--- src/rtl/freq_gate_meas.sv ---
// Gated frequency meter: counts synchronized rising edges of sig_in over a fixed
// gate window, converts the count to packed BCD with a bit-serial double dabble,
// then presents the binary and BCD results with a one-cycle valid strobe.
module freq_gate_meas #(
  parameter int unsigned GATE_CYCLES = 50_000_000,
  parameter int unsigned CNT_W       = 32,
  parameter int unsigned DIGITS      = 8
) (
  input  logic                clk,
  input  logic                rst_n,
  input  logic                sig_in,
  output logic                gate_active,
  output logic [CNT_W-1:0]    freq_bin,
  output logic [4*DIGITS-1:0] freq_bcd,
  output logic                overflow,
  output logic                result_valid
);

  localparam int unsigned TIMER_W = $clog2(GATE_CYCLES);
  localparam int unsigned BITS_W  = $clog2(CNT_W + 1);
  localparam int unsigned BCD_W   = 4 * DIGITS;

  localparam logic [TIMER_W-1:0] TIMER_LAST = TIMER_W'(GATE_CYCLES - 1);
  localparam logic [BITS_W-1:0]  BITS_LAST  = BITS_W'(CNT_W - 1);
  localparam logic [CNT_W-1:0]   CNT_MAX    = '1;

  typedef enum logic [1:0] {
    StGate,
    StConvert,
    StDone
  } state_e;

  state_e state_q, state_d;

  logic sync1_q, sync2_q, sync3_q;
  logic sig_edge;

  logic [TIMER_W-1:0] timer_q, timer_d;
  logic [CNT_W-1:0]   cnt_q, cnt_d;
  logic               ovf_bin_q, ovf_bin_d;

  logic [CNT_W-1:0]   bin_sr_q, bin_sr_d;
  logic [BCD_W-1:0]   bcd_sr_q, bcd_sr_d;
  logic               ovf_bcd_q, ovf_bcd_d;
  logic [BITS_W-1:0]  bit_q, bit_d;

  logic [CNT_W-1:0]   freq_bin_q, freq_bin_d;
  logic [BCD_W-1:0]   freq_bcd_q, freq_bcd_d;
  logic               overflow_q, overflow_d;

  // Double-dabble datapath: +3 on every nibble >= 5, then shift {bcd, bin} left.
  // The extra top bit of bcd_shift catches anything leaving the DIGITS range.
  logic [BCD_W-1:0] bcd_adj;
  logic [BCD_W:0]   bcd_shift;

  // Two-flop synchronizer plus a third flop for rising-edge detection.
  always_ff @(posedge clk or negedge rst_n) begin
    if (!rst_n) begin
      sync1_q <= 1'b0;
      sync2_q <= 1'b0;
      sync3_q <= 1'b0;
    end else begin
      sync1_q <= sig_in;
      sync2_q <= sync1_q;
      sync3_q <= sync2_q;
    end
  end

  assign sig_edge = sync2_q & ~sync3_q;

  // Nibble correction and one-bit shift of the BCD accumulator.
  always_comb begin
    bcd_adj = '0;
    for (int i = 0; i < int'(DIGITS); i++) begin
      bcd_adj[4*i +: 4] = (bcd_sr_q[4*i +: 4] >= 4'd5) ? bcd_sr_q[4*i +: 4] + 4'd3
                                                        : bcd_sr_q[4*i +: 4];
    end
    bcd_shift = {bcd_adj, bin_sr_q[CNT_W-1]};
  end

  // Next-state logic for the gate / convert / done sequencer and its datapath.
  always_comb begin
    state_d    = state_q;
    timer_d    = timer_q;
    cnt_d      = cnt_q;
    ovf_bin_d  = ovf_bin_q;
    bin_sr_d   = bin_sr_q;
    bcd_sr_d   = bcd_sr_q;
    ovf_bcd_d  = ovf_bcd_q;
    bit_d      = bit_q;
    freq_bin_d = freq_bin_q;
    freq_bcd_d = freq_bcd_q;
    overflow_d = overflow_q;

    unique case (state_q)
      StGate: begin
        // An edge arriving while already at full scale marks the count as saturated.
        if (sig_edge) begin
          if (cnt_q == CNT_MAX) begin
            ovf_bin_d = 1'b1;
          end else begin
            cnt_d = cnt_q + CNT_W'(1);
          end
        end
        if (timer_q == TIMER_LAST) begin
          // cnt_d already includes an edge seen in this final gate cycle.
          timer_d   = '0;
          bin_sr_d  = cnt_d;
          bcd_sr_d  = '0;
          ovf_bcd_d = 1'b0;
          bit_d     = '0;
          state_d   = StConvert;
        end else begin
          timer_d = timer_q + TIMER_W'(1);
        end
      end

      StConvert: begin
        bin_sr_d  = bin_sr_q << 1;
        bcd_sr_d  = bcd_shift[BCD_W-1:0];
        ovf_bcd_d = ovf_bcd_q | bcd_shift[BCD_W];
        bit_d     = bit_q + BITS_W'(1);
        if (bit_q == BITS_LAST) begin
          // Results land as DONE is entered so they are valid alongside the strobe.
          freq_bin_d = cnt_q;
          freq_bcd_d = ovf_bcd_d ? {DIGITS{4'h9}} : bcd_sr_d;
          overflow_d = ovf_bin_q | ovf_bcd_d;
          state_d    = StDone;
        end
      end

      StDone: begin
        cnt_d     = '0;
        ovf_bin_d = 1'b0;
        ovf_bcd_d = 1'b0;
        state_d   = StGate;
      end

      default: begin
        state_d = StGate;
      end
    endcase
  end

  // Sequencer, counters, conversion registers and result latches.
  always_ff @(posedge clk or negedge rst_n) begin
    if (!rst_n) begin
      state_q    <= StGate;
      timer_q    <= '0;
      cnt_q      <= '0;
      ovf_bin_q  <= 1'b0;
      bin_sr_q   <= '0;
      bcd_sr_q   <= '0;
      ovf_bcd_q  <= 1'b0;
      bit_q      <= '0;
      freq_bin_q <= '0;
      freq_bcd_q <= '0;
      overflow_q <= 1'b0;
    end else begin
      state_q    <= state_d;
      timer_q    <= timer_d;
      cnt_q      <= cnt_d;
      ovf_bin_q  <= ovf_bin_d;
      bin_sr_q   <= bin_sr_d;
      bcd_sr_q   <= bcd_sr_d;
      ovf_bcd_q  <= ovf_bcd_d;
      bit_q      <= bit_d;
      freq_bin_q <= freq_bin_d;
      freq_bcd_q <= freq_bcd_d;
      overflow_q <= overflow_d;
    end
  end

  // The state resets to GATE, so qualify with rst_n to hold gate_active low in reset.
  assign gate_active  = rst_n & (state_q == StGate);
  assign result_valid = (state_q == StDone);
  assign freq_bin     = freq_bin_q;
  assign freq_bcd     = freq_bcd_q;
  assign overflow     = overflow_q;

endmodule

--- config.mk ---
export PLATFORM = sky130hd
export DESIGN_NAME = freq_gate_meas
export DESIGN_NICKNAME = d
export VERILOG_FILES = /design/src/rtl/freq_gate_meas.sv
export SDC_FILE = /design/constraint.sdc
export NUM_CORES = 1
export LEC_CHECK = 0
export ABC_AREA = 1
export CAP_MARGIN = 20
export CORE_MARGIN = 8
export CORE_UTILIZATION = 41
export DETAILED_ROUTE_END_ITERATION = 8
export GPL_TIMING_DRIVEN = 1
export HOLD_SLACK_MARGIN = 0.06
export PLACE_DENSITY_LB_ADDON = 0.12
export REMOVE_ABC_BUFFERS = 1
export SYNTH_ARGS = -nofsm -noshare
export SYNTH_HDL_FRONTEND = slang
export SYNTH_SLANG_ARGS = --single-unit
--- constraint.sdc ---
create_clock -name clk -period 1.85 [get_ports clk]
set_input_delay 0.555 -clock clk [delete_from_list [all_inputs] [get_ports clk]]
set_output_delay 0.555 -clock clk [all_outputs]
set_load 0.02 [all_outputs]
== After elaboration in Yosys (flattened, before gate mapping) ==
Cells that the tools add are included.
Widths: inputs -> output; s select.

* Flip-flop bits (word level): 200
* Input port bits: 3
* Output and inout port bits: 67
* Logic and storage cells: 83

* $add $sub $neg: 11
* $lt $le $gt $ge: 8
* Equality and inequality tests: 9
* Muxes and demuxes: 27
* Bitwise logic cells: 5
* Reduce and logical (&&, ||, !) cells: 9

{| class="wikitable"
|+ Operators by type and width
! kind !! count
|-
| $pmux 32 s2 || 3
|-
| $mux 32 || 5
|-
| $add 32x1->32 const B || 1
|-
| $add 4x2->4 const B || 8
|-
| $eq 32x32->1 const B || 1
|-
| $ge 4x3->1 const B || 8
|-
| $mux 4 || 8
|-
| $add 26x1->26 const B || 1
|-
| $eq 26x26->1 const B || 1
|-
| $mux 26 || 1
|-
| $pmux 6 s2 || 1
|-
| $ne 2x2->1 const B || 4
|-
| $reduce_and 2->1 || 4
|-
| $add 6x1->6 const B || 1
|-
| $eq 6x5->1 const B || 1
|-
| $mux 6 || 1
|-
| $mux 2 || 2
|-
| $pmux 2 s2 || 1
|-
| $reduce_bool 2->1 || 2
|-
| $mux 1 || 3
|-
| $pmux 1 s3 || 1
|-
| $reduce_and 3->1 || 1
|-
| $reduce_bool 3->1 || 1
|-
| $and 1x1->1 || 2
|-
| other kinds (6) || 7
|}

== Depth between registers and ports, before layout ==
Gate-level depths: netlist (run 1).

* Depth after elaboration: 5
* Depth in mapped cells: 12
* Depth with buffers taken out: 11

== Worst setup path after synthesis (run 1) ==
OpenSTA, ideal clock, no wires.

* Path kind: flip-flop to output port
* From: register state_q[0]
* To: output port gate_active
* Data arrival time: 1.237 ns
* Required time: 1.295 ns
* Slack: 0.058 ns
* Stages on the path, launching flop included: 5
* Path through: dfrtp_1 > buf_4 > nor2_2 > clkinv_1 > nor2_1

* Cells in the longest elaborated chain, start to end: 2

{| class="wikitable"
|+ RTL lines
! what !! line !! RTL
|-
| start, declared || 33 || <nowiki>state_e state_q, state_d;</nowiki>
|-
| start signal, assigned || 148 || <nowiki>state_q <= StGate;</nowiki>
|-
| start signal, assigned || 160 || <nowiki>state_q <= state_d;</nowiki>
|-
| $logic_not 2->1 || 175 || <nowiki>assign gate_active = rst_n & (state_q == StGate);</nowiki>
|-
| $and 1x1->1 || 175 ||
|-
| end, declared || 12 || <nowiki>output logic gate_active,</nowiki>
|}

No other way between the ends.

== Final worst setup path (run 1) ==
* From: register cnt_q[1]
* To: register bin_sr_q[16]

* Cells in the longest elaborated chain, start to end: 5

{| class="wikitable"
|+ RTL lines
! what !! line !! RTL
|-
| start, declared || 39 || <nowiki>logic [CNT_W-1:0] cnt_q, cnt_d;</nowiki>
|-
| start signal, assigned || 162 || <nowiki>cnt_q <= cnt_d;</nowiki>
|-
| $add 32x1->32 or $eq 32x32->1 (tied branches) || 102, 99 ||
|-
| $mux 32 (*) || 99 || <nowiki>if (cnt_q == CNT_MAX) begin</nowiki>
|-
| $mux 32 (*) || 98 || <nowiki>if (sig_edge) begin</nowiki>
|-
| $mux 32 (*) || 105 || <nowiki>if (timer_q == TIMER_LAST) begin</nowiki>
|-
| $pmux 32 s2 (*) || 95 || <nowiki>unique case (state_q)</nowiki>
|-
| end signal, assigned || 164 || <nowiki>bin_sr_q <= bin_sr_d;</nowiki>
|-
| end, declared || 42 || <nowiki>logic [CNT_W-1:0] bin_sr_q, bin_sr_d;</nowiki>
|}

Every way passes the cells marked *; elsewhere a longest branch is shown, timed or not. The select of a mux whose other input is x is not followed.
A chain may end at the register's enable or synchronous reset.

==> qor.yml, run 1 <==
outcome:
  outcome: "complete, but fails checks"
  violations: "setup timing"
pwr:
  p_int_mw: 7.20
  clkPwrFrac: 0.386
  switching_share: 0.305
  power.switching_mw: 3.16
  p_per_area_nw_per_um2: 777
  ir_worst_vdd_uv: 577
  seqPwrFrac: 0.453
  leakage_nw: 6.68
  pwr-share-comb: 0.161
cells_and_area:
  final_util: 0.514
  final_cells: 1885
  fin_nets: 1559
  syn_to_final_growth_pct: 24.3
  layout-drive-gt1-share: 0.150
  n_antenna_cell: 0
setup_path:
  crit_required_ns: 2.18
  startpoint_type: "flip-flop"
  worstSetupEndpointType: "flip-flop"
  crit_type: "flip-flop to flip-flop"
  worstPathMaxFanout: 4
  critPathArrivalTime_ns: 2.20
clock_tree:
  cts_root_buf: "clkbuf_16"
  clk_path_buf_depth: 2
  path_clk_slew_ns: 0.09
  tritoncts: "built"
  insertion_delay_ns: 0.44
  htreeDepth: 4
  numCtsBuffers: 17
  cts_sinks: 200
synthesis:
  synth_compound_area_frac: 0.0834
  syn-cell-area_um2: 10700
  synth.most_common_cell: "nand2_1"
  synthArstFlopShare: 1.00
  seq_area_frac_synth: 0.467
  yosys_warnings: 0
  yosys.area_share.simple: 0.320
  synthAdderAreaFrac: 0.0222
  synth.area.mux_share: 0
  synth_area_leaders: "dfrtp_1 47%, nand2_1 15%, nand3_1 7.4%"
  synthCells: 1400
  synth_cell_type_count: 39
  yosys.area_share.xor_xnor: 0.0261
  synth_seq_cells: 200
  ys_top_cells_by_count: "437 x nand2_1, 200 x dfrtp_1, 159 x nand3_1, 142 x inv_1, 86 x nor2_1"
  synth_edf_count: 0
  synth_area_leader_cell: "dfrtp_1"
  synthFlopType: "dfrtp_1"
  synth_area_per_cell_um2: 7.66
  yosysTopAreaCellShare: 0.467
  synth_top_family_by_area: "simple AND/OR/NAND/NOR gates"
worst_hold_path:
  hold_path_class: "input port to async pin"
global_routing:
  antenna_found_initial: 0
  grt.total_usage: 0.182
  grt_pass1_vias: 9256
  grt_pass1_wl_um: 46900
  overflow: 0
  grt_max_degree: 155
detailed_routing:
  antenna_left: 0
  viasPerCell: 5.02
  drtIter0Drc: 624
  drcViolationCount: 0
  drt-total-wl_um: 28500
  dr.pass1.iters: 5
  vias: 9459
  wl_per_cell_um: 15.1
place:
  port_buffers: 69
  dp_cells: 1841
  post-dp-hpwl_um: 19300
  gp_congestion: 0.863
timing:
  worst_pin_slew_ns: 0.868
  skew_ns: 0.0188
  fin_crit_sh: 1.01
  finalHoldViolations: 0
  layout_setup_ws_ns: -0.0151
  min_period_ns: 1.87
  rsz0062_at_grt: "yes"
  maxSlewHeadroom: 0.421
  finalSetupViolations: 2
  drv_slew: 0
  whs_ns: 0.339
  fmax_ghz: 0.536
flow_run:
  maxCapViolCount: 0
die:
  num_rows: 59
  die_h_um: 178
  initial_core_util: 0.414
  core_area_um2: 25900
  fp.dieW_um: 178
  die-area_um2: 31600
  io_pins: 70
## metal layers
metal | share of wire | track usage | wire length [um]
met1 | 0.48 | 0.245 | 13600
met2 | 0.48 | 0.304 | 13700
met3 | 0.030 | 0.0257 | 844
met4 | 0.012 | 0.0504 | 339
met5 | 0 | 0 | 0
## layout by cell type, fill, tap and decap left out, types with 19 or more instances in the layout
cell type,instances
nand2_1,414
dfrtp_1,199
nand3_1,152
inv_1,140
o21ai_0,80
buf_4,77
nor2_1,74
dlygate4sd2_1,65
a21oi_1,33
o21ai_1,31
xor2_1,30
nand2_2,28
nand4_1,22
nand3_2,21
o22ai_1,20
clkbuf_16,19
## power by group through the flow
stage          clock, mW  sequential, mW  combinational [mW]
6_report            4.00            4.69                1.66
5_1_grt             4.28            4.71                1.85
4_1_cts             4.11            4.68                1.57
3_5_place_dp           0            4.77                1.55
3_3_place_gp           0            4.76                1.54
2_1_floorplan          0            4.73               0.949
## area by class of cell
cell class	count	area, um^2
flip-flops and latches	200	5010
well taps	335	419
fillers	2515	12600
inverters	159	606
repair buffers	168	1620
clock inverters	14	203
clock buffers	18	429
multi-input cells	991	5050
## through the flow
step	TNS [ns]	area, um^2	worst slack [ns]	total power [mW]
3_5_place_dp	-0.130	12400	-0.130	6.32
3_3_place_gp	-0.126	12400	-0.126	6.30
4_1_cts	-0.0574	13000	-0.0574	10.4
2_1_floorplan	-206.69	10400	-1.68	5.68
6_report	-0.0165	13300	-0.0151	10.4
5_1_grt	-1.85	13300	-0.0798	10.8
## flip-flops by register name (all words and copies together), names as in the netlist, 2 cells and up
register  count
timer_q      26
bin_sr_q     32
freq_bin     32
freq_bcd     32
state_q       2
bit_q         6
bcd_sr_q     32
cnt_q        32
## cells by family after synthesis
group | after synthesis
xor+xnor | 32
simple gates | 770
compound gates | 170
fa+ha+maj | 19
flops | 200
buf+inv | 209
## critical path, stage by stage, from the launching register on
cell and delay, ns:
dfrtp_1 0.42, ha_2 0.22, nand2_2 0.07, nor2_4 0.18
nand2_4 0.11, buf_4 0.15, nor3_2 0.31, nand3_2 0.14
nand3_1 0.11, nand2_1 0.05
## final timing paths
| path | start | end | slack, ns | cells past startpoint |
|---|---|---|---|---|
| min in group clk | sync1_q | sync2_q | 0.36 | 0 |
| setup / recovery | cnt_q[1] | bin_sr_q[16] | -0.02 | 9 |
| hold reg to reg | sync1_q | sync2_q | 0.36 | 0 |
| hold / removal | rst_n | freq_bcd[16] | 0.34 | 3 |
| setup reg to reg | cnt_q[1] | bin_sr_q[16] | -0.02 | 9 |
| max in group asynchronous | rst_n | bin_sr_q[11] | 0.79 | 3 |
## repair_timing
action	CTS	global route
hold buffers	0	0
pin swaps	0	13
cloned	1	2
setup endpoints to repair	75	82
setup buffers	4	6
resized for setup	78	72
Note: power is estimated with default switching activity, not from simulation.
==> inputs of run 2 (changes only) <==
- CORE_MARGIN: 8 -> 2
==> qor.yml, run 2 (synthesis gave the netlist of run 1 again) <==
pwr:
  ir_worst_vdd_uv: 693
  p_per_area_nw_per_um2: 768
  seqPwrFrac: 0.463
  fin_total_pwr_mw: 10.1
  power.switching_mw: 3.08
  leakage_nw: 6.65
  switching_share: 0.305
  pwr-share-comb: 0.160
  clkPwrFrac: 0.378
  p_int_mw: 7.01
global_routing:
  grt_pass1_vias: 9066
  overflow: 0
  grt.total_usage: 0.203
  antenna_found_initial: 0
  grt_max_degree: 135
  grt_pass1_wl_um: 45900
die:
  io_pins: 70
  fp.dieW_um: 166
  die-area_um2: 27500
  core_area_um2: 25800
  die_h_um: 166
  num_rows: 59
  initial_core_util: 0.415
cells_and_area:
  n_antenna_cell: 0
  mostFrequentLayoutCells: "431 x nand2_1, 199 x dfrtp_1, 157 x nand3_1, 142 x inv_1, 85 x buf_4"
  final_util: 0.508
  layout-drive-gt1-share: 0.134
  layout_commonest_cell: "nand2_1"
  syn_to_final_growth_pct: 22.5
  fin_nets: 1562
  final_cells: 1888
outcome:
  outcome: "completed"
clock_tree:
  htreeDepth: 4
  numCtsBuffers: 17
  tritoncts: "built"
  clk_path_buf_depth: 2
  insertion_delay_ns: 0.44
  path_clk_slew_ns: 0.08
  cts_sinks: 200
  cts_root_buf: "clkbuf_16"
  hold_buffers: 0
place:
  dp_cells: 1840
  place_ws_ns: -0.126
  gp_congestion: 0.863
  port_buffers: 69
  post-dp-hpwl_um: 18900
timing:
  maxSlewHeadroom: 0.426
  skew_ns: 0.0132
  fmax_ghz: 0.543
  min_period_ns: 1.84
  layout_setup_ws_ns: 0.00687
  whs_ns: 0.359
  drv_slew: 0
  finalSetupViolations: 0
  rsz0062_at_grt: "yes"
  finalHoldViolations: 0
  fin_crit_sh: 0.996
  worst_pin_slew_ns: 0.861
detailed_routing:
  viasPerCell: 4.97
  wl_per_cell_um: 14.9
  dr.pass1.iters: 5
  vias: 9380
  drt-total-wl_um: 28200
  antenna_left: 0
  drcViolationCount: 0
  drtIter0Drc: 585
setup_path:
  worst-path-buf-inv: 2
  cp_slowest_cell: "dfrtp_2"
  worstSetupEndpointType: "primary output"
  crit_required_ns: 1.29
  critPathArrivalTime_ns: 1.29
  max_stage_delay_ns: 0.44
  crit_path_cell_trace: "nor2_4 -> inv_2 -> nor2_4 -> buf_6"
  worstPathMaxFanout: 4
  worst_path_most_repeated_cell: "nor2_4"
  crit_family: "flip-flops"
  crit_type: "flip-flop to primary output"
  startpoint_type: "flip-flop"
worst_hold_path:
  hold_path_class: "flip-flop to flip-flop"
flow_run:
  maxCapViolCount: 0
run 2: changes by cell type in the layout (fill, tap and decap cells not counted), sizes merged:
cell and delta:
bufinv -1, buf +2, clkbuf +1, bufbuf -1, clkinvlp +1, clkinv +1
run 2: cell type report:
type	count	area [um^2]
timing repair buffer	171	1570
multi-input combinational	991	4950
fill	2548	12700
sequential	200	5010
inverter	159	606
tap	335	419
clock inverter	15	163
clock buffer	17	425
run 2: layer usage:
metal | part of all wire | routed length (um) | track usage | vias up
met5 | 0 | 0 | 0 | -
met3 | 0.030 | 841 | 0.0253 | 21
met4 | 0.012 | 342 | 0.0488 | 0
met2 | 0.47 | 13300 | 0.337 | 144
li1 | - | - | - | 4799
met1 | 0.49 | 13800 | 0.285 | 4416
run 2: per-stage QoR:
stage	TNS, ns	instance area [um^2]
after floorplan	-206.69	10400
after global placement	-0.143	12300
after detailed placement	-0.147	12300
after CTS	-0.0765	12800
after global routing	-1.38	13100
final	0	13100
run 2: power by group through the flow:
stage	Clock (mW)	Combinational, mW	Sequential (mW)
after detailed placement	0	1.57	4.75
after floorplan	0	0.949	4.73
after global routing	4.10	1.82	4.69
after CTS	3.92	1.58	4.67
final	3.81	1.61	4.67
after global placement	0	1.56	4.75
run 2: worst register-to-register path: cells and delay by family (launching register included):
family | cells | cell delay, ns
compound gates | 1 | 0.08
fa+ha+maj | 1 | 0.18
buf+inv | 3 | 0.36
flops | 1 | 0.41
simple gates | 6 | 0.65
run 2: worst paths after layout:
path	start	to	slack [ns]	depth (start not counted)
worst max-delay path	state_q[0]	gate_active	0.007	4
worst min-delay path	sync1_q	sync2_q	0.36	0
worst max register to register	timer_q[1]	bcd_sr_q[26]	0.06	11
worst min register to register	sync1_q	sync2_q	0.36	0
max in group asynchronous	rst_n	state_q[0]	0.76	3
min in group asynchronous	rst_n	freq_bin[31]	0.37	3
run 2: what timing repair did:
item | in CTS | in global routing
endpoints found under the hold margin | 0 | 0
setup buffers | 0 | 11
resized for setup | 76 | 43
cloned | 0 | 5
endpoints found under the setup margin | 67 | 102
pin swaps | 0 | 10
